### config.mk
export PLATFORM = sky130hd
export DESIGN_NAME = rx_controller
export DESIGN_NICKNAME = d
export VERILOG_FILES = /design/src/rtl/uart_pkg.sv /design/src/rtl/rx_fifo.sv /design/src/rtl/rx_controller.sv
export SDC_FILE = /design/constraint.sdc
export NUM_CORES = 1
export LEC_CHECK = 0
export ABC_AREA = 1
export CAP_MARGIN = 5
export CORE_ASPECT_RATIO = 1.4
export CORE_MARGIN = 2
export CORE_UTILIZATION = 40
export DETAILED_ROUTE_END_ITERATION = 10
export DONT_BUFFER_PORTS = 1
export GPL_TIMING_DRIVEN = 0
export PLACE_DENSITY = 0.54
export REMOVE_ABC_BUFFERS = 1
export SLEW_MARGIN = 20
export SYNTH_ARGS = -nofsm -noshare
export SYNTH_HDL_FRONTEND = slang
export SYNTH_HIERARCHICAL = 1
export SYNTH_SLANG_ARGS = --single-unit
### constraint.sdc
create_clock -name clk_i -period 2.29 [get_ports clk_i]
set_input_delay 0.687 -clock clk_i [delete_from_list [all_inputs] [get_ports clk_i]]
set_output_delay 0.687 -clock clk_i [all_outputs]
set_load 0.01 [all_outputs]
### src/rtl/uart_pkg.sv
// Shared receive-path definitions: entry layout, data-size encoding, data extraction.
// Latency: n/a (constants and a combinational helper).
// Backpressure: n/a.
package uart_pkg;

  // Receive entry layout: {fe, pe, data[7:0]}
  localparam int ENTRY_W = 10;
  localparam int FE_POS  = 9;
  localparam int PE_POS  = 8;

  // Data-size encoding of the control register bit
  localparam logic DS_7BIT = 1'b0;
  localparam logic DS_8BIT = 1'b1;

  // Pull the data field out of an aligned frame; 7-bit mode clears bit 7
  function automatic logic [7:0] rx_data(input logic [10:0] frame, input logic ds);
    return (ds == DS_8BIT) ? frame[7:0] : {1'b0, frame[6:0]};
  endfunction

endpackage

### src/rtl/rx_fifo.sv
// Generic synchronous FIFO with flush and first-word-fall-through head output.
// Latency: a push is visible at the head the cycle after it is written.
// Backpressure: push while full is accepted only together with an effective pop; pop while empty is ignored.
module rx_fifo #(
  parameter int WIDTH = 10,
  parameter int DEPTH = 8
) (
  input  logic                     clk,
  input  logic                     rst,
  input  logic                     push,
  input  logic                     pop,
  input  logic                     flush,
  input  logic [WIDTH-1:0]         wdata,
  output logic [WIDTH-1:0]         rdata,
  output logic                     full,
  output logic                     empty,
  output logic [$clog2(DEPTH):0]   count
);

  localparam int AW = $clog2(DEPTH);
  localparam int CW = AW + 1;

  logic [WIDTH-1:0] mem [DEPTH];
  logic [AW-1:0]    wr_ptr;
  logic [AW-1:0]    rd_ptr;
  logic             do_push;
  logic             do_pop;

  assign full    = (count == CW'(DEPTH));
  assign empty   = (count == '0);
  assign do_pop  = pop & ~empty;
  // A full FIFO can still accept a write when the head is leaving in the same cycle
  assign do_push = push & (~full | do_pop);
  assign rdata   = mem[rd_ptr];

  // Storage array; no reset needed since validity is tracked by count
  always_ff @(posedge clk) begin
    if (do_push && !flush) begin
      mem[wr_ptr] <= wdata;
    end
  end

  // Pointer and occupancy bookkeeping; flush and reset take precedence
  always_ff @(posedge clk) begin
    if (rst || flush) begin
      wr_ptr <= '0;
      rd_ptr <= '0;
      count  <= '0;
    end else begin
      if (do_push) wr_ptr <= wr_ptr + 1'b1;
      if (do_pop)  rd_ptr <= rd_ptr + 1'b1;
      case ({do_push, do_pop})
        2'b10:   count <= count + 1'b1;
        2'b01:   count <= count - 1'b1;
        default: count <= count;
      endcase
    end
  end

endmodule

### src/rtl/rx_controller.sv
// Receive controller: captures frontend frames into a FIFO, exposes head/status, overrun and interrupt.
// Latency: frame pulse at N -> head/status in N+1, irq in N+2; pop at N -> next head in N+1.
// Backpressure: none upstream; a frame arriving while full without a same-cycle read is dropped and flags overrun.
module rx_controller
  import uart_pkg::*;
#(
  parameter int FIFO_DEPTH = 8
) (
  input  logic        clk_i,
  input  logic        rst_i,
  input  logic [10:0] frame_i,
  input  logic        parity_err_i,
  input  logic        frame_err_i,
  input  logic        frame_valid_i,
  input  logic        cr_rxen_i,
  input  logic        cr_ds_i,
  input  logic        cr_rxneie_i,
  input  logic        cr_oeie_i,
  input  logic        rd_i,
  input  logic        flush_i,
  input  logic        clr_oe_i,
  output logic [7:0]  rxdr_o,
  output logic        sr_rxne_o,
  output logic        sr_rxf_o,
  output logic        sr_pe_o,
  output logic        sr_fe_o,
  output logic        sr_oe_o,
  output logic        irq_o
);

  logic                          frame_req;
  logic                          push;
  logic                          overrun;
  logic                          full;
  logic                          empty;
  logic [ENTRY_W-1:0]            wr_entry;
  logic [ENTRY_W-1:0]            head;
  logic [$clog2(FIFO_DEPTH):0]   fill_level_unused;
  logic                          unused_frame_bits;

  // Upper frame bits carry no data in either size mode
  assign unused_frame_bits = ^frame_i[10:8];

  assign frame_req = frame_valid_i & cr_rxen_i;
  // A read in the same cycle frees the head slot, so a full FIFO can still take the frame
  assign push      = frame_req & (~full | rd_i);
  assign overrun   = frame_req & full & ~rd_i;
  assign wr_entry  = {frame_err_i, parity_err_i, rx_data(frame_i, cr_ds_i)};

  rx_fifo #(
    .WIDTH (ENTRY_W),
    .DEPTH (FIFO_DEPTH)
  ) u_fifo (
    .clk   (clk_i),
    .rst   (rst_i),
    .push  (push),
    .pop   (rd_i),
    .flush (flush_i),
    .wdata (wr_entry),
    .rdata (head),
    .full  (full),
    .empty (empty),
    .count (fill_level_unused)
  );

  // Head fields are forced to zero when nothing is stored
  assign sr_rxne_o = ~empty;
  assign sr_rxf_o  = full;
  assign rxdr_o    = empty ? 8'h00 : head[7:0];
  assign sr_pe_o   = ~empty & head[PE_POS];
  assign sr_fe_o   = ~empty & head[FE_POS];

  // Sticky overrun: flush clears, a new overrun beats a coincident clear
  always_ff @(posedge clk_i) begin
    if (rst_i || flush_i) begin
      sr_oe_o <= 1'b0;
    end else if (overrun) begin
      sr_oe_o <= 1'b1;
    end else if (clr_oe_i) begin
      sr_oe_o <= 1'b0;
    end
  end

  // Interrupt request registered one stage behind the status it reflects
  always_ff @(posedge clk_i) begin
    if (rst_i) begin
      irq_o <= 1'b0;
    end else begin
      irq_o <= (sr_rxne_o & cr_rxneie_i) | (sr_oe_o & cr_oeie_i);
    end
  end

endmodule

==> metrics.md <==
| Metric | Value |
|---|---|
| Vias per inst | `5.05` |
| Status | `finished, final reports clean` |
| # rows | `43` |
| CTS buffer count | `9` |
| DP HPWL | `4950 um` |
| Drt wl/cell | `17.4 um` |
| Post-Route WL | `8670 um` |
| Top cell type by total area after synthesis | `edfxtp_1` |
| Number of antenna diodes | `0` |
| Min cycle time layout | `2.25 ns` |
| H-Tree Depth | `3` |
| Period utilisation layout | `0.985` |
| Post-route antenna net violation count | `0` |
| Fin. max-slew vios | `0` |
| Vias in the first global route | `2396` |
| GRT Total Usage | `0.165` |
| Area grow syn2layout | `22.5%` |
| Pin count of the biggest net entering global routing | `28` |
| Final setup fails | `0` |
| Clock power share | `0.418` |
| Worst Min Path Start | `rst_i` |
| Placed Cells | `467` |
| Yosys top cell area share | `0.599` |
| Relative slew slack | `0.673` |
| CTS tree | `done` |
| R2R Path End | `u_fifo/count[3]` |
| RSZ-0062 raised after global routing | `yes` |
| Fin util | `0.499` |
| Comb pwr share | `0.072` |
| Initial antenna violation count | `0` |
| Global-route wire length before repair | `12900 um` |
| Hold Buf Count CTS | `0` |
| R2R Path Start | `u_fifo/count[0]` |
| Worst Path Arrival | `1.57 ns` |
| Layout cell share with drive strength beyond 1 | `0.220` |
| WHS Path Cells | `1` |
| Die H | `122 um` |
| RePlAce Congestion | `0.771` |
| Sw frac | `0.213` |
| Peak supply drop | `399 uV` |
| Commonest non-fill, non-tap cell in the layout | `edfxtp_1` |
| Sequential power share | `0.510` |
| Synth Instances | `340` |
| Final Net Count | `387` |
| Total core area | `9850 sq um` |
| Clk pin slew, worst setup/hold paths | `0.06 ns` |
| Startpoint types | `register` |
| Commonest cells after routing, fill and taps aside | `edfxtp_1, nand2_1, inv_1` |
| Sequential fraction of the synthesis area | `0.674` |
| Worst Hold Path EP | `irq_o` |
| Hold Fails Final Rpt | `0` |
| Vias | `2521` |
| GRT overflow | `0` |
| Synth warnings | `6` |
| P_int | `2.94 mW` |
| Worst EP required | `1.60 ns` |
| Syn Area/Cell | `11.8 sq um` |
| Clk root buf | `clkbuf_16` |
| Synthesized cell area | `4010 sq um` |
| Drt drc | `0` |
| Synth area leaders | `edfxtp_1, dfxtp_1, mux2i_1` |
| PwrDens | `761 nW/um^2` |
| Setup CP Type | `register to primary output` |
| Path depth of the worst reg2reg path | `16` |
| Endpoint class of the critical path | `primary output` |
| Clk sinks | `95` |
| Clock Latency Late Sink | `0.34 ns` |
| Die area | `10900 sq um` |
| P_sw | `0.798 mW` |
| Yosys cell types | `29` |
| Post-Layout Cell Count | `499` |
| Worst Hold Class | `primary input to register` |
| First-pass DRT Iterations | `6` |
| Worst slew pin tran | `0.491 ns` |
| Crit-path max FO | `7` |
| CTS max path bufs | `2` |
| Initial Util | `0.407` |
| Max Cap Violations | `0` |
| Horiz. Die Dim | `88.6 um` |
| IO Pins | `37` |
| Initial DRC Count | `161` |
| Reg-to-reg slack, setup | `0.09 ns` |
| Overall power | `3.74 mW` |
| Leakage | `1.69 nW` |
| Synth Register Bits | `95` |
| Fin Clk Skew | `0.00744 ns` |
| # port buffers | `0` |
| Fmax | `444 MHz` |
cell type report:
type	count	area [sq um]
sequential	95	2710
clock inverter	6	83.8
clock buffer	10	229
timing repair buffer	21	295
fill	843	4930
inverter	33	155
multi-input combinational	199	1270
tap	135	169
power groups by stage:
| stage | Combinational [mW] | Sequential [mW] | Clock (mW) |
|---|---|---|---|
| 2_1_floorplan | 0.152 | 1.95 | 0 |
| 3_3_place_gp | 0.189 | 1.96 | 0 |
| 3_5_place_dp | 0.203 | 1.95 | 0 |
| 4_1_cts | 0.248 | 1.91 | 1.59 |
| 5_1_grt | 0.297 | 1.91 | 1.65 |
| 6_report | 0.269 | 1.91 | 1.56 |
sequential cells by signal, summed over array words and instances (netlist names), named ones only:
name           cells
u_fifo/rd_ptr      3
u_fifo/count       4
u_fifo/wr_ptr      3
sr_oe_o            1
u_fifo/mem        80
irq_o              1
Yosys cell counts:
| master | instances |
|---|---|
| nor3_1 | 4 |
| o21ai_0 | 23 |
| nand3_4 | 1 |
| o21ai_1 | 1 |
| buf_2 | 6 |
| nand3_1 | 9 |
| ha_1 | 4 |
| inv_1 | 29 |
| fa_1 | 1 |
| inv_2 | 3 |
| nand4_1 | 1 |
| nand2_2 | 3 |
| nor2_4 | 2 |
| mux2i_1 | 20 |
| clkbuf_1 | 5 |
| o22ai_1 | 20 |
| clkinv_1 | 1 |
| nand2_4 | 2 |
| a21oi_2 | 3 |
| nand3_2 | 1 |
| or2_1 | 1 |
| edfxtp_1 | 80 |
| a21oi_1 | 9 |
| nor2_2 | 1 |
| buf_4 | 2 |
| xor2_1 | 2 |
| nand2_1 | 50 |
| nor2_1 | 41 |
| dfxtp_1 | 15 |
worst max path at each step:
stage | to | depth (start not counted)
after CTS | sr_fe_o | 7
after global routing | u_fifo/count[3] | 16
after detailed placement | u_fifo/mem[3][4] | 10
after global placement | rxdr_o[6] | 7
after floorplan | rxdr_o[0] | 7
final | sr_fe_o | 7
kinds of logic after synthesis:
logic type,share of synthesized area
adders and majority gates,0.0175
xor gates and xnor gates,0.00437
muxes,0.0499
AOI/OAI and AO/OA,0.0789
DFF,0.674
buffers and inverters,0.0468
and+or+nand+nor,0.129
stage by stage:
stage          TNS (ns)  cell area (sq um)  hold WS, ns  setup slack, ns
5_1_grt          -0.121               4910        0.399          -0.0567
3_5_place_dp     -20.23               4200        0.460           -0.522
4_1_cts               0               4730        0.392          0.00649
2_1_floorplan     -9.05               3950        0.433           -0.355
3_3_place_gp     -73.59               4120        0.453            -1.33
6_report              0               4910        0.404           0.0353
worst max-delay path, stage by stage (launching register included):
cell and delay [ns]:
dfxtp_4 0.42, buf_12 0.17, o21ai_1 0.09, o22ai_1 0.20
nand2_1 0.08, nand2_1 0.10, inv_1 0.05, nor2_2 0.13
repair_timing:
action,CTS,global route
setup buffers,9,5
pin swaps,3,4
endpoints found under the setup margin,81,61
resized for setup,27,23
hold endpoints to repair,0,0
gates cloned,0,2
per-layer routing:
metal | up-vias | global-route usage | wire length (um)
met3 | 11 | 0.0424 | 418
met1 | 1233 | 0.193 | 3560
li1 | 1218 | - | -
met4 | 0 | 0.0720 | 148
met5 | - | 0 | 0
met2 | 59 | 0.282 | 4540
Power figures use the tool's default switching activity.
==> RTL change: new RTL, config.mk and constraints unchanged <==
The parameter `FIFO_DEPTH` goes from 8 to 4.
--- a/src/rtl/rx_controller.sv
+++ b/src/rtl/rx_controller.sv
@@ -6,3 +6,3 @@
 #(
-  parameter int FIFO_DEPTH = 8
+  parameter int FIFO_DEPTH = 4
 ) (
Function: changed (Yosys sat finds a counterexample within 10 cycles, from zero or initial values and one cycle with rst_i high).
==> RTL change against the original RTL <==
- combinational power shrank 65%
- sequential share of layout area is 3.7 points higher
- cell area shrank 51%
- sequential cell count fell by 44
- fmax increased by 0.19%
- clock power fell by 62%
- routed wire length down 54%
- total power shrank 54%
- sequential power fell by 47%
- area after synthesis fell by 45%
- count of clock-buffer cells in the layout is 4 lower
- worst setup slack gained 0.0043 ns
- largest cell class unchanged
- largest power group unchanged
==> RTL change: results <==
export IMPL_synthFlopType="edfxtp_1"
export IMPL_hpwl_um=2560
export IMPL_crit_arrival_ns=2.18
export IMPL_synth_edf_count=40
export IMPL_clock_latency_ns=0.29
export IMPL_path_clk_slew_ns=0.09
export IMPL_cpLargestDelayFamily="simple AND/OR/NAND/NOR gates"
export IMPL_cts_root_buf="clkbuf_8"
export IMPL_worstRegToRegCells=9
export IMPL_ys_async_sr_fraction=0
export IMPL_finClkSkew_ns=0.008462
export IMPL_numPortBuffers=0
export IMPL_drt_pass1_iterations=3
export IMPL_worst_slew_pin_slew_ns=0.5821
export IMPL_holdPathStages=1
export IMPL_cp_slowest_cell="nor2_2"
export IMPL_routed_wl_um=4024
export IMPL_drt_iter0_drc=51
export IMPL_largestRegisters="u_fifo/mem: 40 flops, u_fifo/count: 3 flops"
export IMPL_swShare=0.2030
export IMPL_cts_setup_buffers=0
export IMPL_seq_area_frac_synth=0.6440
export IMPL_h_tree_depth=2
export IMPL_nets=239
export IMPL_status="complete, no violations"
export IMPL_synth_area_top_cells="edfxtp_1 (54%), dfxtp_1 (10%), nor2_1 (6.6%), inv_1 (5.6%), o21ai_0 (5.4%)"
export IMPL_ys_warn_count=6
export IMPL_grt_pass1_wl_um=6279
export IMPL_vdd_drop_max_mv=0.2740
export IMPL_grt_usage=0.1378
export IMPL_n_fill_cell=515
export IMPL_cp_slowest_stage_delay_ns=0.46
export IMPL_dr_total_vias=1358
export IMPL_diodes=0
export IMPL_placed_area_um2=2268
export IMPL_synth_commonest_cells="edfxtp_1 (40), nor2_1 (39), inv_1 (33)"
export IMPL_synth_distinct_cells=25
export IMPL_worstPathMaxFanout=10
export IMPL_gp_congestion=0.6893
export IMPL_cts_buffer_depth=2
export IMPL_cts_made_buffers=5
export IMPL_drive_gt1_frac=0.1368
export IMPL_leakagePower_nw=0.8749
export IMPL_grt_pass1_vias=1324
export IMPL_grt_start_max_net_pins=23
[RTL change: layout make-up]
cell class,count,area (um^2),share of cell area
timing repair inverter,3,22.52,0.009307
multi-input combinational,116,644.4,0.2663
clock buffer,6,72.57,0.02999
tap,68,85.08,0.03516
inverter,34,131.4,0.05429
sequential,51,1426,0.5895
clock inverter,2,37.54,0.01551
[RTL change: routing by layer]
layer	global-route usage	routed length (um)	part of all wire
met2	0.2383	2135	0.53
met1	0.1663	1653	0.41
met5	0	0	0
met4	0.04082	37	0.0092
met3	0.03436	198	0.049
[RTL change: cell families after synthesis]
kind of cell	share of synthesized area
DFF	0.6440
and+or+nand+nor	0.1497
AOI/OAI and AO/OA	0.1060
buffers and inverters	0.06859
adders and majority gates	0.03175
[RTL change: path summary, 6_finish.rpt]
check	from	endpoint	slack, ns
worst max-delay path	u_fifo/count[0]$_SDFFE_PP0P_	u_fifo/mem[1][5]$_DFFE_PP_	0.04
worst min-delay path	rst_i	irq_o$_SDFF_PP0_	0.45
worst max register to register	u_fifo/count[0]$_SDFFE_PP0P_	u_fifo/mem[1][5]$_DFFE_PP_	0.04
worst min register to register	u_fifo/wr_ptr[0]$_SDFFE_PP0N_	u_fifo/wr_ptr[0]$_SDFFE_PP0N_	0.53
[RTL change: metrics by stage]
step / setup WS (ns) / setup TNS, ns / power [W] / instances / hold WS, ns
after floorplan: 0.2687 / 0 / 0.001112 / 201 / 0.4823
after global placement: -0.2407 / -3.285 / 0.001131 / 269 / 0.5021
after detailed placement: -0.2556 / -4.607 / 0.001133 / 269 / 0.5061
after CTS: -0.02202 / -0.3396 / 0.001732 / 278 / 0.4381
after global routing: -0.1347 / -2.622 / 0.001790 / 280 / 0.4333
final: 0.03959 / 0 / 0.001709 / 280 / 0.4498
[RTL change: power groups by stage]
stage | Clock (W) | Combinational [W] | Sequential [W]
finish | 0.000596 | 0.0000947 | 0.00102
global route | 0.000662 | 0.000109 | 0.00102
CTS | 0.000619 | 0.0000956 | 0.00102
detailed placement | 0 | 0.0000948 | 0.00104
global placement | 0 | 0.0000928 | 0.00104
floorplan | 0 | 0.0000753 | 0.00104
[RTL change: worst reg2reg max path: cells and delay by family (launching register included)]
kind	cells	cell delay, ns
buf+inv	2	0.15
flops	1	0.38
simple gates	7	1.38
[RTL change: what timing repair did]
action                     4_1_cts  5_1_grt
gates resized for setup          6        7
setup endpoints to repair       40       42
cloned                           1        2
